File: src/rtl/ifu_pkg.sv
// Types and constants for the instruction fetch unit.
package ifu_pkg;
  localparam int INST_W = 32;

  typedef enum logic [1:0] {
    ST_FETCH = 2'd0,
    ST_WAIT  = 2'd1,
    ST_DROP  = 2'd2
  } ifu_state_e;

  typedef struct packed {
    logic [31:0]       pc;
    logic [INST_W-1:0] data;
  } ifu_entry_t;

  localparam int ENTRY_W = $bits(ifu_entry_t);
endpackage

File: src/rtl/pc_pkg.sv
// Shared constants for the program-counter register and its clients.
package pc_pkg;
  localparam logic        PC_ENABLED       = 1'b1;
  localparam logic [31:0] PC_START_ADDRESS = 32'h0000_1000;
endpackage

File: src/rtl/ifu_fifo.sv
// Synchronous FIFO holding fetched {pc, instruction} pairs for decode.
module ifu_fifo #(
  parameter  int DEPTH = 2,
  parameter  int WIDTH = 64,
  localparam int AW    = $clog2(DEPTH),
  localparam int CW    = AW + 1
) (
  input  logic             clk,
  input  logic             rst,
  input  logic             push,
  input  logic [WIDTH-1:0] push_data,
  input  logic             pop,
  input  logic             flush,
  output logic [WIDTH-1:0] head_data,
  output logic             full,
  output logic             empty,
  output logic [CW-1:0]    count
);
  logic [WIDTH-1:0] r_mem [DEPTH];
  logic [AW-1:0]    r_wr_ptr;
  logic [AW-1:0]    r_rd_ptr;
  logic [CW-1:0]    r_count;
  logic             w_do_push;
  logic             w_do_pop;

  assign full      = (r_count == CW'(DEPTH));
  assign empty     = (r_count == '0);
  assign count     = r_count;
  assign head_data = r_mem[r_rd_ptr];
  assign w_do_push = push && !full;
  assign w_do_pop  = pop && !empty;

  // NOTE: sequential state uses non-blocking assignments so every register samples pre-edge values.
  always_ff @(posedge clk or posedge rst) begin
    if (rst) begin
      r_wr_ptr <= '0;
      r_rd_ptr <= '0;
      r_count  <= '0;
    end else if (flush) begin
      r_wr_ptr <= '0;
      r_rd_ptr <= '0;
      r_count  <= '0;
    end else begin
      if (w_do_push) r_wr_ptr <= r_wr_ptr + 1'b1;
      if (w_do_pop)  r_rd_ptr <= r_rd_ptr + 1'b1;
      r_count <= r_count + {{AW{1'b0}}, w_do_push} - {{AW{1'b0}}, w_do_pop};
    end
  end

  // NOTE: storage is not reset; the count alone decides which entries are meaningful.
  always_ff @(posedge clk) begin
    if (w_do_push) r_mem[r_wr_ptr] <= push_data;
  end
endmodule

File: src/rtl/ifu.sv
// Instruction fetch unit: drives the PC register, fetches words from
// instruction memory one at a time and buffers them for decode.
module ifu
  import ifu_pkg::*;
  import pc_pkg::*;
#(
  parameter int BUF_DEPTH = 2
) (
  input  logic        clk,
  input  logic        rst,
  input  logic [31:0] curr_pc,
  output logic [31:0] next_pc,
  output logic        pc_enable,
  input  logic        redirect_valid,
  input  logic [31:0] redirect_pc,
  output logic        imem_req_valid,
  input  logic        imem_req_ready,
  output logic [31:0] imem_req_addr,
  input  logic        imem_resp_valid,
  input  logic [31:0] imem_resp_data,
  output logic        inst_valid,
  input  logic        inst_ready,
  output logic [31:0] inst_data,
  output logic [31:0] inst_pc,
  output logic        fetch_fault
);
  localparam int CW = $clog2(BUF_DEPTH) + 1;

  ifu_state_e  r_state;
  logic [31:0] r_pend_pc;
  logic        r_fault;

  logic          w_misaligned;
  logic          w_redirect_ok;
  logic          w_accept;
  logic          w_push;
  logic          w_pop;
  logic          w_full;
  logic          w_empty;
  logic [CW-1:0] w_count;
  ifu_entry_t    w_push_entry;
  ifu_entry_t    w_head;

  assign w_misaligned  = redirect_valid && (redirect_pc[1:0] != 2'b00);
  assign w_redirect_ok = redirect_valid && !w_misaligned;

  assign imem_req_addr  = curr_pc;
  assign imem_req_valid = !rst && (r_state == ST_FETCH) && (w_count < CW'(BUF_DEPTH))
                          && !redirect_valid && !r_fault;
  assign w_accept       = imem_req_valid && imem_req_ready;

  // NOTE: combinational outputs get a default first so no path leaves them unassigned (no latch).
  always_comb begin
    pc_enable = !PC_ENABLED;
    next_pc   = curr_pc;
    if (!rst) begin
      if (w_redirect_ok) begin
        pc_enable = PC_ENABLED;
        next_pc   = redirect_pc;
      end else if (w_accept) begin
        pc_enable = PC_ENABLED;
        next_pc   = curr_pc + 32'd4;
      end
    end
  end

  // A response that races a redirect is stale and never reaches the buffer.
  assign w_push       = (r_state == ST_WAIT) && imem_resp_valid && !redirect_valid && !w_full;
  assign w_pop        = inst_valid && inst_ready;
  assign w_push_entry = '{pc: r_pend_pc, data: imem_resp_data};

  always_ff @(posedge clk or posedge rst) begin
    if (rst) begin
      r_state   <= ST_FETCH;
      r_pend_pc <= '0;
      r_fault   <= 1'b0;
    end else begin
      if (w_misaligned) r_fault <= 1'b1;
      case (r_state)
        ST_FETCH: begin
          if (w_accept) begin
            r_pend_pc <= curr_pc;
            r_state   <= ST_WAIT;
          end
        end
        ST_WAIT: begin
          if (imem_resp_valid)     r_state <= ST_FETCH;
          else if (redirect_valid) r_state <= ST_DROP;
        end
        ST_DROP: begin
          if (imem_resp_valid) r_state <= ST_FETCH;
        end
        default: r_state <= ST_FETCH;
      endcase
    end
  end

  ifu_fifo #(
    .DEPTH(BUF_DEPTH),
    .WIDTH(ENTRY_W)
  ) u_fifo (
    .clk      (clk),
    .rst      (rst),
    .push     (w_push),
    .push_data(w_push_entry),
    .pop      (w_pop),
    .flush    (redirect_valid),
    .head_data(w_head),
    .full     (w_full),
    .empty    (w_empty),
    .count    (w_count)
  );

  assign inst_valid  = !w_empty;
  assign inst_pc     = w_head.pc;
  assign inst_data   = w_head.data;
  assign fetch_fault = r_fault;
endmodule

File: config.mk
export PLATFORM = sky130hd
export DESIGN_NAME = ifu
export DESIGN_NICKNAME = d
export VERILOG_FILES = /design/src/rtl/ifu_pkg.sv /design/src/rtl/pc_pkg.sv /design/src/rtl/ifu_fifo.sv /design/src/rtl/ifu.sv
export SDC_FILE = /design/constraint.sdc
export NUM_CORES = 1
export LEC_CHECK = 0
export ABC_AREA = 1
export CORE_MARGIN = 4
export CORE_UTILIZATION = 44
export DETAILED_ROUTE_END_ITERATION = 12
export PLACE_DENSITY = 0.8
export SETUP_SLACK_MARGIN = 0.05
export SYNTH_ARGS = -nofsm -noshare
export SYNTH_HDL_FRONTEND = slang
export SYNTH_HIERARCHICAL = 1
export SYNTH_SLANG_ARGS = --single-unit
File: constraint.sdc
create_clock -name clk -period 4.34 [get_ports clk]
set_input_delay 1.085 -clock clk [delete_from_list [all_inputs] [get_ports clk]]
set_output_delay 1.085 -clock clk [all_outputs]
set_load 0.1 [all_outputs]
# [Word level (Yosys, flattened, before mapping)]
# Memory sizes are Yosys's and may differ from the RTL's.
# Index checks and enable logic that the tools add are counted.
# W data, S select, Z words.
[classes] muxes=18 n_div=0 eq_ne=6 n_reduce_logical=26 n_bitwise=0 mul=0 n_lt_le_gt_ge=1 n_shift=0 addsub=5
[op_table] cell="$mux W32" n=3
[op_table] cell="$add A32 B3 Y32 const B" n=1
[op_table] cell="$logic_and A1 B1 Y1" n=13
[op_table] cell="$mux W2" n=5
[op_table] cell="$mux W1" n=9
[op_table] cell="$logic_not A1 Y1" n=6
[op_table] cell="$pmux W2 S3" n=1
[op_table] cell="$reduce_bool A2 Y1" n=3
[op_table] cell="$eq A2 B2 Y1 const B" n=2
[op_table] cell="$logic_not A2 Y1" n=2
[op_table] cell="$ne A2 B2 Y1 const B" n=2
[op_table] cell="$ne A3 B3 Y1 const B" n=1
[op_table] cell="$reduce_and A3 Y1" n=1
[op_table] cell="$add A1 B1 Y1 const B" n=2
[op_table] cell="$add A2 B1 Y2" n=1
[op_table] cell="$eq A2 B1 Y1 const B" n=1
[op_table] cell="$lt A2 B2 Y1 const B" n=1
[op_table] cell="$reduce_and A2 Y1" n=1
[op_table] cell="$sub A2 B1 Y2" n=1
[totals] latch_bits=0 mem_bits_ro=0 output_inout_bits=132 n_memories=1 input_bits=102 regBits=39 ram_bits=128
[mem_list] name="u_fifo.r_mem" words=2 width=64 read_ports=1 rd_clocked_by_memory_dff=0 write_ports=1 line="ifu_fifo.sv:19" rtl="logic [WIDTH-1:0] r_mem [DEPTH];"

# [Depth between registers and ports, before layout]
# Gate-level depths: netlist of the first run.
[logic_depth] depth_word=9 ltp_mapped=12 depth_no_buf=12

# [Modules after synthesis]
# Netlist of the first run, hierarchy kept.
[modules_own_cells] mod="ifu_fifo" area_per_inst_um2=4953.5 seq_area_each_um2=3943.8 n_inst=1 cells_per_inst=371
[modules_own_cells] mod="ifu" area_per_inst_um2=3274.4 seq_area_each_um2=875.8 n_inst=1 cells_per_inst=558

# [Worst setup path after synthesis of the first run]
# No wires, ideal clock.
[synth_timing] path_kind="input to output" start="input rst" end="output next_pc[10]" n_path_buf=3 required_ps=3255 path_stages=6 setup_slack_ps=-1192 arrival_time_ps=4447 path_cell_list="buf_6 inv_1 buf_2 clkbuf_1 o21ai_0 o22ai_1"
[synth_between] elab_chain_len=9
[synth_rtl] item="start: declaration" line="ifu.sv:10" rtl="input logic rst,"
[synth_rtl] item="$logic_not A1 Y1 (no line)"
[synth_rtl] item="$logic_and A1 B1 Y1 (2 in a row)" line="ifu.sv:48" rtl="assign imem_req_valid = !rst && (r_state == ST_FETCH) && (w_count < CW'(BUF_DEPTH))"
[synth_rtl] item="$logic_and A1 B1 Y1 (2 in a row)" line="ifu.sv:49" rtl="&& !redirect_valid && !r_fault;"
[synth_rtl] item="$logic_and A1 B1 Y1" line="ifu.sv:50" rtl="assign w_accept = imem_req_valid && imem_req_ready;"
[synth_rtl] item="$mux W32" line="ifu.sv:60" rtl="end else if (w_accept) begin"
[synth_rtl] item="$mux W32" line="ifu.sv:57" rtl="if (w_redirect_ok) begin"
[synth_rtl] item="$mux W32 (*)" line="ifu.sv:56" rtl="if (!rst) begin"
[synth_rtl] item="end: declaration" line="ifu.sv:12" rtl="output logic [31:0] next_pc,"
# Mark *: on every way between the ends. The rest lies on a longest branch, timed or not.

# [Worst setup path in the final report of the first run]
[layout_timing] start="input curr_pc[2]" end="output next_pc[17]"
[layout_between] elab_chain_len=4
[layout_rtl] item="start: declaration" line="ifu.sv:11" rtl="input logic [31:0] curr_pc,"
[layout_rtl] item="$add A32 B3 Y32" line="ifu.sv:62" rtl="next_pc = curr_pc + 32'd4;"
[layout_rtl] item="$mux W32" line="ifu.sv:60"
[layout_rtl] item="$mux W32" line="ifu.sv:57"
[layout_rtl] item="$mux W32" line="ifu.sv:56"
# No other way between the ends.

==> out/qor.tcl, run 1 <==
set qor(floorplan.die.height_um) 144.7
set qor(ys_seq_area_share_pct) 58.58
set qor(clock_tree.htree_level_count) 4
set qor(clock_tree.buffer_depth) 2
set qor(cts.clk_slew.worst_paths_ns) 0.07
set qor(detailedRoute.firstPassIterationCount) 7
set qor(finalNonFillerCells) 1392
set qor(die_x_um) 144.7
set qor(yosys-top-cells-area) {sky130_fd_sc_hd__edfxtp_1 47%, sky130_fd_sc_hd__nand2_1 18%, sky130_fd_sc_hd__dfrtp_1 12%}
set qor(pwr_density_cell_nw_per_um2) 351.2
set qor(cts_root_buffer) {sky130_fd_sc_hd__clkbuf_16}
set qor(portBuffers) 233
set qor(reg2reg_setup_slack_ns) 2.02
set qor(finalSetupViolations) 0
set qor(cts_tree) {built}
set qor(postSynthAreaPerCell_um2) 8.857
set qor(groute.layer.met3.usage_pct) 5.159
set qor(first_global_vias) 6735
set qor(report.final.hold_viol_count) 0
set qor(relSlewSlack_pct) 33.23
set qor(grt_antenna_before_repair) 0
set qor(gr-max-usage-layer) {met2}
set qor(synth_area_leader_cell) {sky130_fd_sc_hd__edfxtp_1}
set qor(yosys_register_bits) 167
set qor(worstHoldStart) {r_pend_pc[24]}
set qor(mostFrequentLayoutCells) {395 x sky130_fd_sc_hd__nand2_1, 129 x sky130_fd_sc_hd__buf_4, 128 x sky130_fd_sc_hd__edfxtp_1}
set qor(crit-reg2reg-capture) {u_fifo/r_mem[1][54]}
set qor(yosys_warnings) 6
set qor(syn_area_um2) 8228
set qor(status) {completed}
set qor(vias) 6901
set qor(p_leak_nw) 5.147
set qor(end_kind) {primary output}
set qor(final_core_utilization_pct) 63.03
set qor(grt_use_met1_pct) 26.48
set qor(drt_iter0_drc) 375
set qor(post_route_clock_skew_ns) 0.01140
set qor(clock_sink_count) 167
set qor(share_of_post_route_cells_with_drive_strength_above_1_pct) 19.78
set qor(worstPathRequired_ns) 3.25
set qor(effective_utilization_at_floorplan_pct) 45.34
set qor(rsz_0062_raised_after_global_routing) {no}
set qor(clock_insertion_delay_worst_skew_ns) 0.41
set qor(insertedDiodeCount) 0
set qor(hold_path.class) {reg2reg}
set qor(filler_cell_count) 1475
set qor(holdBufCountCts) 0
set qor(slew_violations) 0
set qor(cp_data_arrival_time_ns) 3.08
set qor(drv_cap) 0
set qor(syn2layout_area_growth_pct) 39.02
set qor(worstHoldPathCells) 0
set qor(groute.layer.met2.usage_pct) 35.24
set qor(synth.top_cell.area_share_pct) 46.72
set qor(detail_route.wirelength_um) 22200
set qor(min_period_over_period_pct) 96.01
set qor(crit_path_start_kind) {input pin}
set qor(pin_count) 234
set qor(grt_util_all_layers_pct) 21.03
set qor(global_route.overflow_total) 0
set qor(postSynthNetCount) 1034
set qor(grt_max_degree) 66
set qor(placed_cells_incl_taps) 1360
set qor(fin_total_pwr_mw) 4.017
set qor(worst_reg2reg_startpoint) {r_state[1]}
set qor(netlist-cell-type-count) 31
set qor(drt-vias-per-instance) 4.958
set qor(tightestPinTransition_ns) 0.9985
set qor(worst-setup-path-type) {in2out}
set qor(mostFrequentLayoutCell) {sky130_fd_sc_hd__nand2_1}
set qor(place.gp.congestion) 0.9663
set qor(route.antenna.remaining_nets) 0
set qor(num_rows) 49
set qor(nets) 1255
set qor(min_delay_endpoint) {u_fifo/r_mem[0][56]}
set qor(r2r_cells) 6
set qor(wl_per_cell_um) 15.95
set qor(vdd_ir_drop_max_v) 0.0002173
set qor(die-area_um2) 20950
set qor(synthesis.instances) 929
set qor(clock.fmax_ghz) 0.2400
set qor(period_needed_ns) 4.167
set qor(core-area_um2) 18150
set qor(dp_hpwl_um) 16580
set qor(cts_made_buffers) 17
set qor(worst-path-max-fanout) 4
set qor(detail_route.drc_violations) 0
set qor(grt_pass1_wl_um) 34400
[per-layer routing]
| layer | up-vias | share of wire (%) |
|---|---|---|
| met4 | 0 | 2.4 |
| met1 | 3174 | 42 |
| li1 | 3405 | - |
| met2 | 287 | 48 |
| met3 | 35 | 8.4 |
| met5 | - | 0 |
[cell type report]
type	count	area [um^2]	share of cell area (%)
Inverter	88	330.3	2.888
Multi-Input combinational cell	608	2673	23.36
Tap cell	229	286.5	2.505
Sequential cell	167	4821	42.15
Clock buffer	18	439.2	3.839
Timing Repair Buffer	268	2725	23.82
Clock inverter	14	163.9	1.433
[synth_stat cells, drive strengths merged]
cell,count
a21oi,2
a31oi,2
and2,1
buf,57
clkbuf,9
dfrtp,39
edfxtp,128
ha,3
inv,88
nand2,397
nand3,60
nand3b,2
nand4,4
nor2,59
nor3,5
o211ai,1
o21a,2
o21ai,61
o22ai,4
or2,5
[worst max-delay path by stage]
| stage | from | end | slack, ns | depth (start not counted) |
|---|---|---|---|---|
| 6_report | curr_pc[2] | next_pc[17] | 0.17 | 13 |
| 5_1_grt | curr_pc[2] | next_pc[30] | 0.05 | 12 |
| 4_1_cts | curr_pc[16] | next_pc[28] | 0.11 | 10 |
| 3_5_place_dp | curr_pc[2] | next_pc[30] | 0.03 | 13 |
| 3_3_place_gp | curr_pc[3] | next_pc[30] | 0.07 | 13 |
| 2_1_floorplan | redirect_valid | u_fifo/r_mem[0][0] | -0.33 | 5 |
[timing repair]
action / 4_1_cts / 5_1_grt
hold endpoints to repair: 0 / 0
pin swaps: 0 / 1
setup buffers: 0 / 0
resized for setup: 1 / 7
endpoints found under the setup margin: 3 / 14
[flip-flops by register name (all words and copies together) (netlist names)]
name and cells:
fetch_fault 1, r_pend_pc 32, r_state 2, u_fifo/count 2, u_fifo/r_mem 128, u_fifo/r_rd_ptr 1, u_fifo/r_wr_ptr 1
[logic make-up (layout without fill, tap and decap cells)]
| logic type | Yosys count | after routing | synth area share, % |
|---|---|---|---|
| simple gates | 533 | 533 | 26.52 |
| flops | 167 | 167 | 58.58 |
| fa+ha+maj | 3 | 3 | 0.4563 |
| buf+inv | 154 | 388 | 9.839 |
| compound gates | 72 | 72 | 4.608 |
[per-stage QoR]
stage	cell area (um^2)	worst slack, ns	setup TNS, ns	hold WS [ns]
final	11440	0.1730	0	0.4684
after global routing	11440	0.05174	0	0.4834
after floorplan	8275	-0.3343	-42.79	0.4424
after detailed placement	10820	0.03409	0	0.4550
after global placement	10820	0.06544	0	0.4494
after CTS	11420	0.1079	0	0.4710
[power breakdown]
part           leakage, nW  switching, mW  internal (mW)
clock                0.299          0.636          0.881
combinational         3.16          0.469          0.250
sequential            1.69         0.0236           1.76
[critical path, cell delays in order]
cell                              delay, ns
sky130_fd_sc_hd__clkdlybuf4s50_1       0.50
sky130_fd_sc_hd__buf_4                 0.14
sky130_fd_sc_hd__inv_1                 0.08
sky130_fd_sc_hd__nor2_2                0.22
sky130_fd_sc_hd__nand2_1               0.12
sky130_fd_sc_hd__nor2_1                0.29
sky130_fd_sc_hd__nand3_1               0.15
sky130_fd_sc_hd__nand2_1               0.09
sky130_fd_sc_hd__nand2_1               0.05
sky130_fd_sc_hd__nand2_1               0.05
sky130_fd_sc_hd__nand2_1               0.04
sky130_fd_sc_hd__nand2_1               0.09
sky130_fd_sc_hd__buf_12                0.18
No activity file was read; power rests on OpenSTA's default activity.
==> run 2: changes to the inputs <==
Settings changed: CTS_CLUSTER_SIZE set to 16, GPL_TIMING_DRIVEN set to 0.
==> run 2 against run 1 <==
Sequential share of layout area fell by 0.68 points. Critical path depth fell by 1. Worst setup slack got worse by 0.018 ns. Utilization rose by 1.0 points. First-iteration DRC count fell by 7.7%. Wire length rose by 5.7%. Clock power fell by 5%. Clock-buffer cell count rose by 2. Total power fell by 3.0%.
==> out/qor.tcl, run 2 (synthesis results as in run 1) <==
set qor(vdd_ir_drop_max_v) 0.0002755 ;# was 0.0002173 V
set qor(registers.top_by_ff_count) {u_fifo/r_mem} ;# unchanged
set qor(report.final.hold_viol_count) 0 ;# unchanged
set qor(largest_register_ffs) 128 ;# unchanged
set qor(placed_cells_incl_taps) 1395 ;# was 1360
set qor(mostFrequentLayoutCell) {sky130_fd_sc_hd__nand2_1} ;# unchanged
set qor(cts_tree) {built} ;# unchanged
set qor(place.gp.congestion) 0.9360 ;# was 0.9663
set qor(met1_length_um) 9615 ;# was 9240 um
set qor(portBuffers) 233 ;# unchanged
set qor(wl_per_cell_um) 16.41 ;# was 15.95 um
set qor(die_x_um) 144.7 ;# unchanged
set qor(clock.fmax_ghz) 0.2390 ;# was 0.2400 GHz
set qor(detail_route.drc_violations) 0 ;# unchanged
set qor(finish.instance_area_um2) 11620 ;# was 11440 um^2
set qor(finalSetupViolations) 0 ;# unchanged
set qor(finalNonFillerCells) 1430 ;# was 1392
set qor(cts.clk_slew.worst_paths_ns) 0.07 ;# about the same
set qor(effective_utilization_at_floorplan_pct) 45.34 ;# unchanged
set qor(clock_tree.htree_level_count) 4 ;# unchanged
set qor(min_period_over_period_pct) 96.42 ;# was 96.01%
set qor(num_rows) 49 ;# unchanged
set qor(worst-path-max-fanout) 5 ;# was 4
set qor(route.antenna.remaining_nets) 0 ;# unchanged
set qor(first_global_vias) 7246 ;# was 6735
set qor(period_needed_ns) 4.185 ;# was 4.167 ns
set qor(insertedDiodeCount) 0 ;# unchanged
set qor(worstPathRequired_ns) 3.25 ;# about the same
set qor(drt-vias-per-instance) 4.950 ;# was 4.958
set qor(crit_path_start_kind) {input pin} ;# unchanged
set qor(grt_antenna_before_repair) 0 ;# unchanged
set qor(cts_root_buffer) {sky130_fd_sc_hd__clkbuf_16} ;# unchanged
set qor(grt_util_all_layers_pct) 22.64 ;# was 21.03%
set qor(dp_hpwl_um) 18000 ;# was 16580 um
set qor(holdBufCountCts) 0 ;# unchanged
set qor(met3RoutedLength_um) 1565 ;# was 1856 um
set qor(nets) 1293 ;# was 1255
set qor(rsz_0062_raised_after_global_routing) {yes} ;# was no
set qor(pin_count) 234 ;# unchanged
set qor(floorplan.die.height_um) 144.7 ;# unchanged
set qor(detail_route.wirelength_um) 23460 ;# was 22200 um
set qor(p_leak_nw) 5.166 ;# was 5.147 nW
set qor(clock_sink_count) 167 ;# unchanged
set qor(grt_pass1_wl_um) 36630 ;# was 34400 um
set qor(post_route_clock_skew_ns) 0.01065 ;# was 0.01140 ns
set qor(global_route.overflow_total) 0 ;# unchanged
set qor(detailedRoute.firstPassIterationCount) 4 ;# was 7
set qor(syn2layout_area_growth_pct) 41.27 ;# was 39.02%
set qor(pwr_density_cell_nw_per_um2) 335.2 ;# was 351.2 nW/um^2
set qor(reg_top3) {u_fifo/r_mem (128), r_pend_pc (32)} ;# unchanged
set qor(die-area_um2) 20950 ;# unchanged
set qor(clock_tree.buffer_depth) 2 ;# unchanged
set qor(clock_insertion_delay_worst_skew_ns) 0.42 ;# was 0.41 ns
set qor(met2WireLength_um) 11500 ;# was 10580 um
set qor(vias) 7079 ;# was 6901
set qor(drv_cap) 0 ;# unchanged
set qor(topRoutingLayerUsed) {met4} ;# unchanged
set qor(cts_made_buffers) 17 ;# unchanged
set qor(core-area_um2) 18150 ;# unchanged
set qor(tightestPinTransition_ns) 1.057 ;# was 0.9985 ns
set qor(mostFrequentLayoutCells) {395 x sky130_fd_sc_hd__nand2_1, 187 x sky130_fd_sc_hd__clkdlybuf4s50_1, 128 x sky130_fd_sc_hd__edfxtp_1} ;# was 395 x sky130_fd_sc_hd__nand2_1, 129 x sky130_fd_sc_hd__buf_4, 128 x sky130_fd_sc_hd__edfxtp_1
set qor(hold_path.class) {reg2reg} ;# unchanged
set qor(share_of_post_route_cells_with_drive_strength_above_1_pct) 13.74 ;# was 19.78%
set qor(grt_max_degree) 45 ;# was 66
set qor(drt_iter0_drc) 346 ;# was 375
set qor(worst-setup-path-type) {in2out} ;# unchanged
set qor(slew_violations) 0 ;# unchanged
set qor(cp_data_arrival_time_ns) 3.10 ;# was 3.08 ns
set qor(status) {completed} ;# unchanged
set qor(end_kind) {primary output} ;# unchanged
set qor(placedInstanceArea_um2) 11000 ;# was 10820 um^2
set qor(relSlewSlack_pct) 29.34 ;# was 33.23%
[run 2: worst max-delay path: stages]
cell and delay, ns:
sky130_fd_sc_hd__clkdlybuf4s50_1 0.57, sky130_fd_sc_hd__nand2_1 0.10, sky130_fd_sc_hd__nor2_1 0.23, sky130_fd_sc_hd__nand2_1 0.15, sky130_fd_sc_hd__nor2_1 0.24, sky130_fd_sc_hd__nand3_1 0.14, sky130_fd_sc_hd__nand2_1 0.08, sky130_fd_sc_hd__nand2_1 0.06
sky130_fd_sc_hd__nand2_1 0.08, sky130_fd_sc_hd__nand2_1 0.06, sky130_fd_sc_hd__nand2_1 0.07, sky130_fd_sc_hd__buf_6 0.23
[run 2: per-stage QoR]
| step | util, % | total power, mW | hold WS, ns | TNS (ns) | setup WS, ns |
|---|---|---|---|---|---|
| finish | 64.05 | 3.896 | 0.4793 | 0 | 0.1552 |
| global route | 64.05 | 4.038 | 0.4937 | 0 | 0.006816 |
| CTS | 63.44 | 3.919 | 0.4814 | 0 | 0.05073 |
| detailed placement | 60.64 | 2.485 | 0.4644 | -27.84 | -1.459 |
| global placement | 60.03 | 2.476 | 0.4532 | -328.29 | -2.350 |
| floorplan | - | 2.240 | 0.4424 | -42.79 | -0.3343 |
[run 2: final timing paths]
kind | cells after the start | from | end | slack, ns
max in group asynchronous | 5 | rst | r_pend_pc[21] | 2.56
worst min-delay path | 0 | r_pend_pc[14] | u_fifo/r_mem[1][46] | 0.48
worst min register to register | 0 | r_pend_pc[14] | u_fifo/r_mem[1][46] | 0.48
worst max-delay path | 12 | curr_pc[7] | next_pc[17] | 0.16
worst max register to register | 8 | r_state[0] | u_fifo/r_mem[0][8] | 1.97
min in group asynchronous | 2 | rst | u_fifo/count[0] | 0.91
[run 2: cell type report]
class	instances	area, um^2
plain buffers	66	496.7
multi-input cells	608	2695
flip-flops and latches	167	4820
clock buffers	20	479.2
clock inverters	12	102.6
fillers	1473	6524
inverters	88	330.3
repair buffers	240	2414
well taps	229	286.5
[run 2: repair_timing]
action                     in CTS  in global routing
pin swaps                       1                  3
gates resized for setup       186                 42
setup buffers                   0                  3
setup endpoints to repair      33                 33
cloned                          0                  0
[run 2: per-layer routing]
metal | up-vias | global-route usage (%)
li1 | 3487 | -
met1 | 3236 | 27.81
met2 | 311 | 39.13
met3 | 45 | 4.174
met4 | 0 | 9.671
met5 | - | 0
[run 2: power by group]
group          total, mW  switching [mW]  internal (mW)
clock network       1.45           0.628          0.818
registers           1.78          0.0252           1.76
logic              0.667           0.464          0.203
total               3.90            1.12           2.78
